[src/rtl/lights_game_ctrl.sv]
// -----------------------------------------------------------------------------
// lights_game_ctrl
//
// Controller for a "lights out" style game. A round starts from a
// pseudo-random lamp pattern taken from a free-running LFSR. Each rising edge
// on a player switch toggles that lamp and its two neighbours. The player wins
// by turning every lamp off before the countdown runs out.
//
// Handshake semantics: there is no valid/ready handshake. start is a level
// that is sampled every cycle and only acts outside PLAY. The switches are
// edge-detected internally. Only a 0->1 transition counts as a press.
//
// Ports
//   clk        in   1  rising-edge system clock
//   reset      in   1  synchronous, active-high reset
//   start      in   1  begin a new round (ignored while playing)
//   switch     in   8  player switches, already synchronous to clk
//   light      out  8  lamp pattern (registered)
//   tries      out  8  accepted presses this round, saturates at 99
//   time_left  out  8  remaining seconds (binary)
//   disp_val   out  8  value for the two-digit display decoder, 0..99
//   state      out  2  IDLE=0, PLAY=1, WIN=2, LOSE=3 (debug/observability)
//   finish     out  1  high while in WIN
//   timeout    out  1  high while in LOSE
// -----------------------------------------------------------------------------
module lights_game_ctrl #(
  parameter int TICK_CYCLES = 50000000,
  parameter int COUNTDOWN   = 10
) (
  input  logic       clk,
  input  logic       reset,
  input  logic       start,
  input  logic [7:0] switch,
  output logic [7:0] light,
  output logic [7:0] tries,
  output logic [7:0] time_left,
  output logic [7:0] disp_val,
  output logic [1:0] state,
  output logic       finish,
  output logic       timeout
);

  typedef enum logic [1:0] {
    S_IDLE = 2'd0,
    S_PLAY = 2'd1,
    S_WIN  = 2'd2,
    S_LOSE = 2'd3
  } state_t;

  localparam int            CW         = (TICK_CYCLES > 1) ? $clog2(TICK_CYCLES) : 1;
  localparam logic [CW-1:0] TICK_LAST  = CW'(TICK_CYCLES - 1);
  localparam logic [7:0]    COUNT_INIT = 8'(COUNTDOWN);
  localparam logic [7:0]    TRIES_MAX  = 8'd99;
  localparam logic [7:0]    LFSR_SEED  = 8'hA5;

  state_t        state_q, state_d;
  logic [7:0]    light_q, light_d;
  logic [7:0]    tries_q, tries_d;
  logic [7:0]    time_q, time_d;
  logic [7:0]    disp_q, disp_d;
  logic [CW-1:0] tick_q, tick_d;
  logic [7:0]    lfsr_q, lfsr_d;
  logic [7:0]    switch_q;

  logic [7:0] press;
  logic [7:0] press_low;
  logic [7:0] toggle_mask;
  logic [7:0] light_post;
  logic       press_any;
  logic       tick_wrap;

  // Rising-edge detect on the switches. switch_q resets to all ones so that
  // a switch held through reset is not seen as a press.
  assign press     = switch & ~switch_q;
  assign press_any = |press;

  // Isolate the lowest set bit (two's complement trick). The higher presses
  // in the same cycle are dropped.
  assign press_low = press & (~press + 8'd1);

  // Neighbour toggle. The shifts fall off the ends naturally, so lamp 0 has
  // no lower neighbour and lamp 7 has no upper neighbour.
  assign toggle_mask = press_low | (press_low << 1) | (press_low >> 1);
  assign light_post  = light_q ^ toggle_mask;

  assign tick_wrap = (tick_q == TICK_LAST);

  always_comb begin
    state_d = state_q;
    light_d = light_q;
    tries_d = tries_q;
    time_d  = time_q;
    tick_d  = '0;
    // Fibonacci LFSR, taps 8,6,5,4. It runs in every state, so the starting
    // pattern depends on when the player presses start.
    lfsr_d  = {lfsr_q[6:0], lfsr_q[7] ^ lfsr_q[5] ^ lfsr_q[4] ^ lfsr_q[3]};

    case (state_q)
      S_PLAY: begin
        tick_d = tick_wrap ? '0 : tick_q + 1'b1;
        if (press_any) begin
          light_d = light_post;
          tries_d = (tries_q == TRIES_MAX) ? TRIES_MAX : tries_q + 8'd1;
        end
        // A winning press beats a timer expiry in the same cycle. time_left
        // is then left at its pre-wrap value.
        if (press_any && (light_post == 8'h00)) begin
          state_d = S_WIN;
          tick_d  = '0;
        end else if (tick_wrap) begin
          time_d = time_q - 8'd1;
          if (time_q == 8'd1) begin
            state_d = S_LOSE;
            tick_d  = '0;
          end
        end
      end
      default: begin
        // IDLE, WIN and LOSE: everything is frozen until start.
        if (start) begin
          state_d = S_PLAY;
          light_d = lfsr_q;
          tries_d = 8'd0;
          time_d  = COUNT_INIT;
        end
      end
    endcase

    // The display follows the registered sources, so it lags them by one cycle.
    case (state_q)
      S_IDLE:  disp_d = 8'd0;
      S_PLAY:  disp_d = time_q;
      default: disp_d = tries_q;
    endcase
  end

  always_ff @(posedge clk) begin
    if (reset) begin
      state_q  <= S_IDLE;
      light_q  <= 8'h00;
      tries_q  <= 8'd0;
      time_q   <= 8'd0;
      disp_q   <= 8'd0;
      tick_q   <= '0;
      lfsr_q   <= LFSR_SEED;
      switch_q <= 8'hFF;
    end else begin
      state_q  <= state_d;
      light_q  <= light_d;
      tries_q  <= tries_d;
      time_q   <= time_d;
      disp_q   <= disp_d;
      tick_q   <= tick_d;
      lfsr_q   <= lfsr_d;
      switch_q <= switch;
    end
  end

  assign light     = light_q;
  assign tries     = tries_q;
  assign time_left = time_q;
  assign disp_val  = disp_q;
  assign state     = state_q;
  assign finish    = (state_q == S_WIN);
  assign timeout   = (state_q == S_LOSE);

endmodule

[config.mk]
export PLATFORM = sky130hd
export DESIGN_NAME = lights_game_ctrl
export DESIGN_NICKNAME = d
export VERILOG_FILES = /design/src/rtl/lights_game_ctrl.sv
export SDC_FILE = /design/constraint.sdc
export NUM_CORES = 1
export LEC_CHECK = 0
export ABC_AREA = 1
export ABC_CLOCK_PERIOD_IN_PS = 1700
export BUFFER_PORTS_ARGS = -buffer_cell sky130_fd_sc_hd__buf_2
export CAP_MARGIN = 15
export CORE_AREA = 2 2 86 96
export CTS_CLUSTER_SIZE = 8
export DETAILED_ROUTE_END_ITERATION = 12
export DIE_AREA = 0 0 88 98
export PLACE_DENSITY = 0.76
export SLEW_MARGIN = 10
export SYNTH_ARGS = -nofsm -noshare
export SYNTH_HDL_FRONTEND = slang
export SYNTH_SLANG_ARGS = --single-unit
[constraint.sdc]
create_clock -name clk -period 1.7 [get_ports clk]
set_clock_uncertainty 0.2 [all_clocks]
set_input_delay 0.34 -clock clk [delete_from_list [all_inputs] [get_ports clk]]
set_output_delay 0.34 -clock clk [all_outputs]
set_load 0.02 [all_outputs]
=== Word level (Yosys, flattened, before mapping) ===
Index checks and enable logic that the tools add are counted.
Widths: inputs -> output; s select.

* Logic and storage cells: 63
* Bits of input ports: 11
* Output and inout port bits: 36
* Bits in registers: 76

* Mux-type cells: 20
* Equal/unequal tests: 11
* Bitwise operators: 11
* Add/subtract/negate cells: 4
* Reduce and logical (&&, ||, !) cells: 9

{| class="wikitable"
|+ Operator list
! kind !! count
|-
| $mux 8 || 11
|-
| $mux 26 || 3
|-
| $add 26x1->26 const B || 1
|-
| $eq 26x26->1 const B || 1
|-
| $add 8x1->8 const B || 2
|-
| $and 8x8->8 || 2
|-
| $not 8->8 || 2
|-
| $pmux 8 s2 || 1
|-
| $mux 2 || 5
|-
| $eq 8x1->1 const B || 1
|-
| $eq 8x7->1 const B || 1
|-
| $logic_not 8->1 || 1
|-
| $or 8x7->8 || 1
|-
| $or 8x8->8 || 1
|-
| $reduce_or 8->1 || 1
|-
| $sub 8x1->8 const B || 1
|-
| $xor 8x8->8 || 1
|-
| $ne 2x2->1 const B || 3
|-
| $ne 3x3->1 const B || 2
|-
| $reduce_and 3->1 || 2
|-
| $eq 2x2->1 const B || 2
|-
| $reduce_or 3->1 || 1
|-
| $xor 1x1->1 || 3
|-
| $eq 2x1->1 const B || 1
|-
| 5 further kinds || 5
|}

=== Logic depth before layout (Yosys ltp) ===
* Depth in word-level cells: 12
* Depth in mapped cells: 13
* Mapped depth without buffers: 13

=== Least setup slack after synthesis ===
Ideal clock, no wire load.

* Path kind: reg2reg
* From: register tick_q[0]
* To: register time_q[6] (netlist: time_left[6])
* Arrival: 1.534 ns
* Data required time: 1.386 ns
* Stages on the path, launching flop included: 12
* Buffers on the path: 1
* Setup slack: -0.148 ns
* Library setup time: 0.114 ns
* Period minus slack after synthesis: 1.848 ns
* Cells stage by stage: dfxtp_1 > ha_1 > nand2_1 > nor2_4 > nand2_1 > nor2_2 > nand2_2 > a21oi_4 > buf_6 > nand3_1 > nand2_1 > nor2_1

* Cells in the longest elaborated chain, start to end: 3

{| class="wikitable"
|+ RTL lines
! item !! line !! RTL
|-
| start: declaration || 61 || <nowiki>logic [CW-1:0] tick_q, tick_d;</nowiki>
|-
| start signal: assignment || 153 || <nowiki>tick_q <= tick_d;</nowiki>
|-
| $eq 26x26->1 || 86 || <nowiki>assign tick_wrap = (tick_q == TICK_LAST);</nowiki>
|-
| $ne 2x2->1 (no source line) || -- ||
|-
| $reduce_and 3->1 (no source line) || -- ||
|-
| end signal: assignment || 151 || <nowiki>time_q <= time_d;</nowiki>
|-
| end: declaration || 59 || <nowiki>logic [7:0] time_q, time_d;</nowiki>
|}

Every way passes these cells.
A chain may end at the register's enable or synchronous reset.

=== Final worst setup path ===
* From: register switch_q[0]
* To: register time_q[0] (netlist: time_left[0])

* Cells in the longest elaborated chain, start to end: 12
* Elaborated cells on any way between the ends: 13
* Those cells by class: add/sub: 1; eq/ne: 1; bitwise: 7; reduce/logical: 4

{| class="wikitable"
|+ RTL lines
! item !! line !! RTL
|-
| start: declaration || 63 || <nowiki>logic [7:0] switch_q;</nowiki>
|-
| start signal: assignment || 155 || <nowiki>switch_q <= switch;</nowiki>
|-
| $not 8->8 * || 74 || <nowiki>assign press = switch & ~switch_q;</nowiki>
|-
| $and 8x8->8 * || 74 ||
|-
| $not 8->8 || 79 || <nowiki>assign press_low = press & (~press + 8'd1);</nowiki>
|-
| $add 8x1->8 || 79 ||
|-
| $and 8x8->8 || 79 ||
|-
| $or 8x8->8 || 83 || <nowiki>assign toggle_mask = press_low | (press_low << 1) | (press_low >> 1);</nowiki>
|-
| $or 8x7->8 || 83 ||
|-
| $xor 8x8->8 || 84 || <nowiki>assign light_post = light_q ^ toggle_mask;</nowiki>
|-
| $logic_not 8->1 || 107 || <nowiki>if (press_any && (light_post == 8'h00)) begin</nowiki>
|-
| $logic_and 1x1->1 * || 107 ||
|-
| $ne 2x2->1 (no source line) * || -- ||
|-
| $reduce_and 3->1 (no source line) * || -- ||
|}

Every way passes the cells marked *; elsewhere a longest branch is shown, timed or not.

==> metrics.md <==
| Metric | Value |
|---|---|
| RSZ-0062 raised after global routing | yes |
| Gate Count Post-Synth | 556 |
| Part of the cycle the worst path needs | 116% |
| Failing checks | setup timing |
| Synth Cell Area | between 3000 and 4000 µm² |
| Place WS | -389 ps |
| Num ports | 47 |
| Yosys cell types | 43 |
| Lkg Pwr | 2.58 nW |
| Power density over the cells | ~890 nW/µm² |
| Post-synth EDFFs | 0 |
| GP Congestion | between 0.9 and 1 |
| TritonCTS clock tree | yes |
| CP max FO | 4 |
| Worst R2R Path Depth | 13 |
| Row count | 34 |
| Top post-synthesis cells by area | dfxtp_1, nand2_1, nand3_1 |
| Worst hold-check path type | in2reg |
| ANT cells | 0 |
| Share of cells above drive strength 1 | 41.4% |
| Main synth FF type | dfxtp_1 |
| Vias in the first global route | 4,107 |
| GRT Util Overall | between 20% and 30% |
| Final hold vios | 0 |
| Most frequent cells in the layout | nand2_1, buf_4, dfxtp_1 |
| Die Footprint | between 8000 and 9000 µm² |
| Asr flop ratio synth | 0% |
| # DRC | 0 |
| Status | finished with violations |
| Initial antenna violation count | 0 |
| Net count, final | approximately 710 |
| Setup violations, final | 52 |
| Largest area contributor in the netlist | dfxtp_1 |
| Fmax | roughly 510 MHz |
| Worst hold start | switch[6] |
| Clock Tree Root | clkbuf_8 |
| Final worst slack | -267 ps |
| Buffers on Ports | between 40 and 50 |
| Critical path type | reg2reg |
| Register area share after synthesis | 38.7% |
| CP Capture Type | flip-flop |
| Avg Cell Area, Syn | slightly above 7 µm² |
| Final min period | 1970 ps |
| FF-to-FF setup slack | -270 ps |
| First-pass iteration count of the detailed router | 5 |
| Iteration-0 DRC Markers | approximately 210 |
| Worst VDD drop | 0.664 mV |
| Cts bufs inserted | 9 |
| Maxcap violations | 0 |
| First-pass GRT wire length | roughly 18,000 µm |
| R2R Path Start | switch_q[0] |
| Clock tree buffer depth | 2 |
| Clock sinks | 76 |
| WL final | ~12,000 µm |
| Post-synth top area share | about two fifths |
| Core area | about 7700 µm² |
| Setup crit start kind | flip-flop |
| Worst skew pair latency | 360 ps |
| Routed WL per cell | about 15 µm |
| Hold Path End | switch_q[6] |
| Commonest non-fill, non-tap cell in the layout | nand2_1 |
| Slew @ Worst Pin | around 490 ps |
| Worst path required time | 1750 ps |
| Clock-pin slew on the worst setup and hold paths | 80 ps |
| Die span in x | 88 µm |
| Worst path arrival time | a little over 2000 ps |
| Via count | around 4,300 |
| Starting Density | about half |
| Yosys warns | 0 |
| Flops & latches, synth | 76 |
| Gr ovfl total | 0 |
| Slew Limit Fails | 0 |
| Post-layout util | about three quarters |
| Antenna violation net count after detailed routing | 0 |
| Area grow syn2layout | 44.6% |
| Detailed-placement wirelength estimate | around 7800 µm |
| FF-to-FF End | time_left[0] |
| Filler instances | 558 |
| Slew HR | 67.1% |
| Hold depth | 2 |
| Mapped Nets | roughly 570 |
| Htree depth | 3 |
| Final hold slack | between 20 and 25 ps |
| Die Span Y | between 90 and 100 µm |
| Via density | ~5.4 |
| Maximum number of pins on one net before global-route repair | 19 |
critical path, cell delays in order (launching register included):
cell,delay (ps)
dfxtp_2,320
inv_2,60
nand2_4,80
nand2_4,120
nor2_4,50
nand2_1,60
nand2_1,100
nor2_4,120
nand2_2,80
nor2_4,150
nand3_4,150
clkbuf_16,210
a21oi_4,110
nor2_1,60
state kept, by name, summed over array words and instances, names as in the netlist:
| signal | flops |
|---|---|
| time_left | 8 |
| lfsr_q | 8 |
| tries | 8 |
| light | 8 |
| state | 2 |
| switch_q | 8 |
| tick_q | 26 |
| disp_val | 8 |
per-layer routing:
layer  GRT usage (%)  wire (µm)
met5               0          0
met4            11.0        369
met3            4.31        669
met2            44.6       6090
met1            31.4       4720
Yosys cell counts, types with 2 or more instances:
library cell / instances
nand2_1: 117
dfxtp_1: 76
inv_1: 68
nor2_1: 68
nand3_1: 51
o21ai_0: 18
or2_2: 17
nor3_1: 15
nand4_1: 13
a21oi_1: 12
xor2_1: 10
a21oi_2: 8
o32ai_1: 7
nor2_2: 6
inv_2: 5
nor3_2: 5
o22ai_1: 5
a31oi_1: 4
buf_2: 4
clkbuf_1: 4
ha_1: 4
nand2_2: 4
nor2_4: 4
nor4_1: 4
nand3b_1: 3
nor3b_1: 3
buf_4: 2
buf_6: 2
clkinv_1: 2
nand2_4: 2
kinds of logic (layout without fill, tap and decap cells):
family                     after synthesis  count (layout)  synth area share, %
xor gates and xnor gates                11              11                 2.45
and+or+nand+nor                        315             315                 38.1
buffers and inverters                   88             232                 9.10
DFF                                     76              76                 38.7
adders and majority gates                4               4                 1.27
AOI/OAI and AO/OA                       62              62                 10.3
worst max path at each step:
| stage | from | slack [ps] | cells after the start | end |
|---|---|---|---|---|
| floorplan | tick_q[1] | -90 | 11 | time_left[6] |
| global placement | switch[2] | -300 | 11 | time_left[1] |
| detailed placement | switch[1] | -390 | 11 | time_left[0] |
| CTS | switch_q[1] | -110 | 13 | time_left[0] |
| global route | switch_q[0] | -350 | 14 | time_left[7] |
| finish | switch_q[0] | -270 | 13 | time_left[0] |
area by class of cell:
cell class | count | area, µm² | area share [%]
clock buffer | 11 | 141 | 2.49
clock inverter | 4 | 26.3 | 0.462
inverter | 75 | 287 | 5.04
multi-input combinational | 392 | 2480 | 43.7
sequential | 76 | 1530 | 26.9
tap | 108 | 135 | 2.38
timing repair buffer | 142 | 1080 | 19.1
what timing repair did:
| action | in CTS | in global routing |
|---|---|---|
| setup endpoints to repair | 53 | 53 |
| setup buffers | 9 | 4 |
| endpoints found under the hold margin | 3 | 0 |
| pin swaps | 16 | 30 |
| hold buffers | 3 | 0 |
| cloned | 0 | 5 |
| resized for setup | 53 | 59 |
stage by stage:
step	instance area, µm²	std cells	power, mW	TNS [ps]
final	5690	808	5.04	-11050
after global routing	5690	808	5.27	-15450
after CTS	5340	799	4.77	-2460
after detailed placement	4890	774	3.46	-14820
after global placement	4890	774	3.42	-11730
after floorplan	4000	556	2.95	-716
power breakdown:
group | total [mW] | internal (mW) | switching [mW]
Combinational | 1.74 | 0.727 | 1.02
Sequential | 2.07 | 1.92 | 0.149
Clock | 1.23 | 0.560 | 0.673
Total | 5.04 | 3.20 | 1.84
No activity file was read; power rests on OpenSTA's default activity.
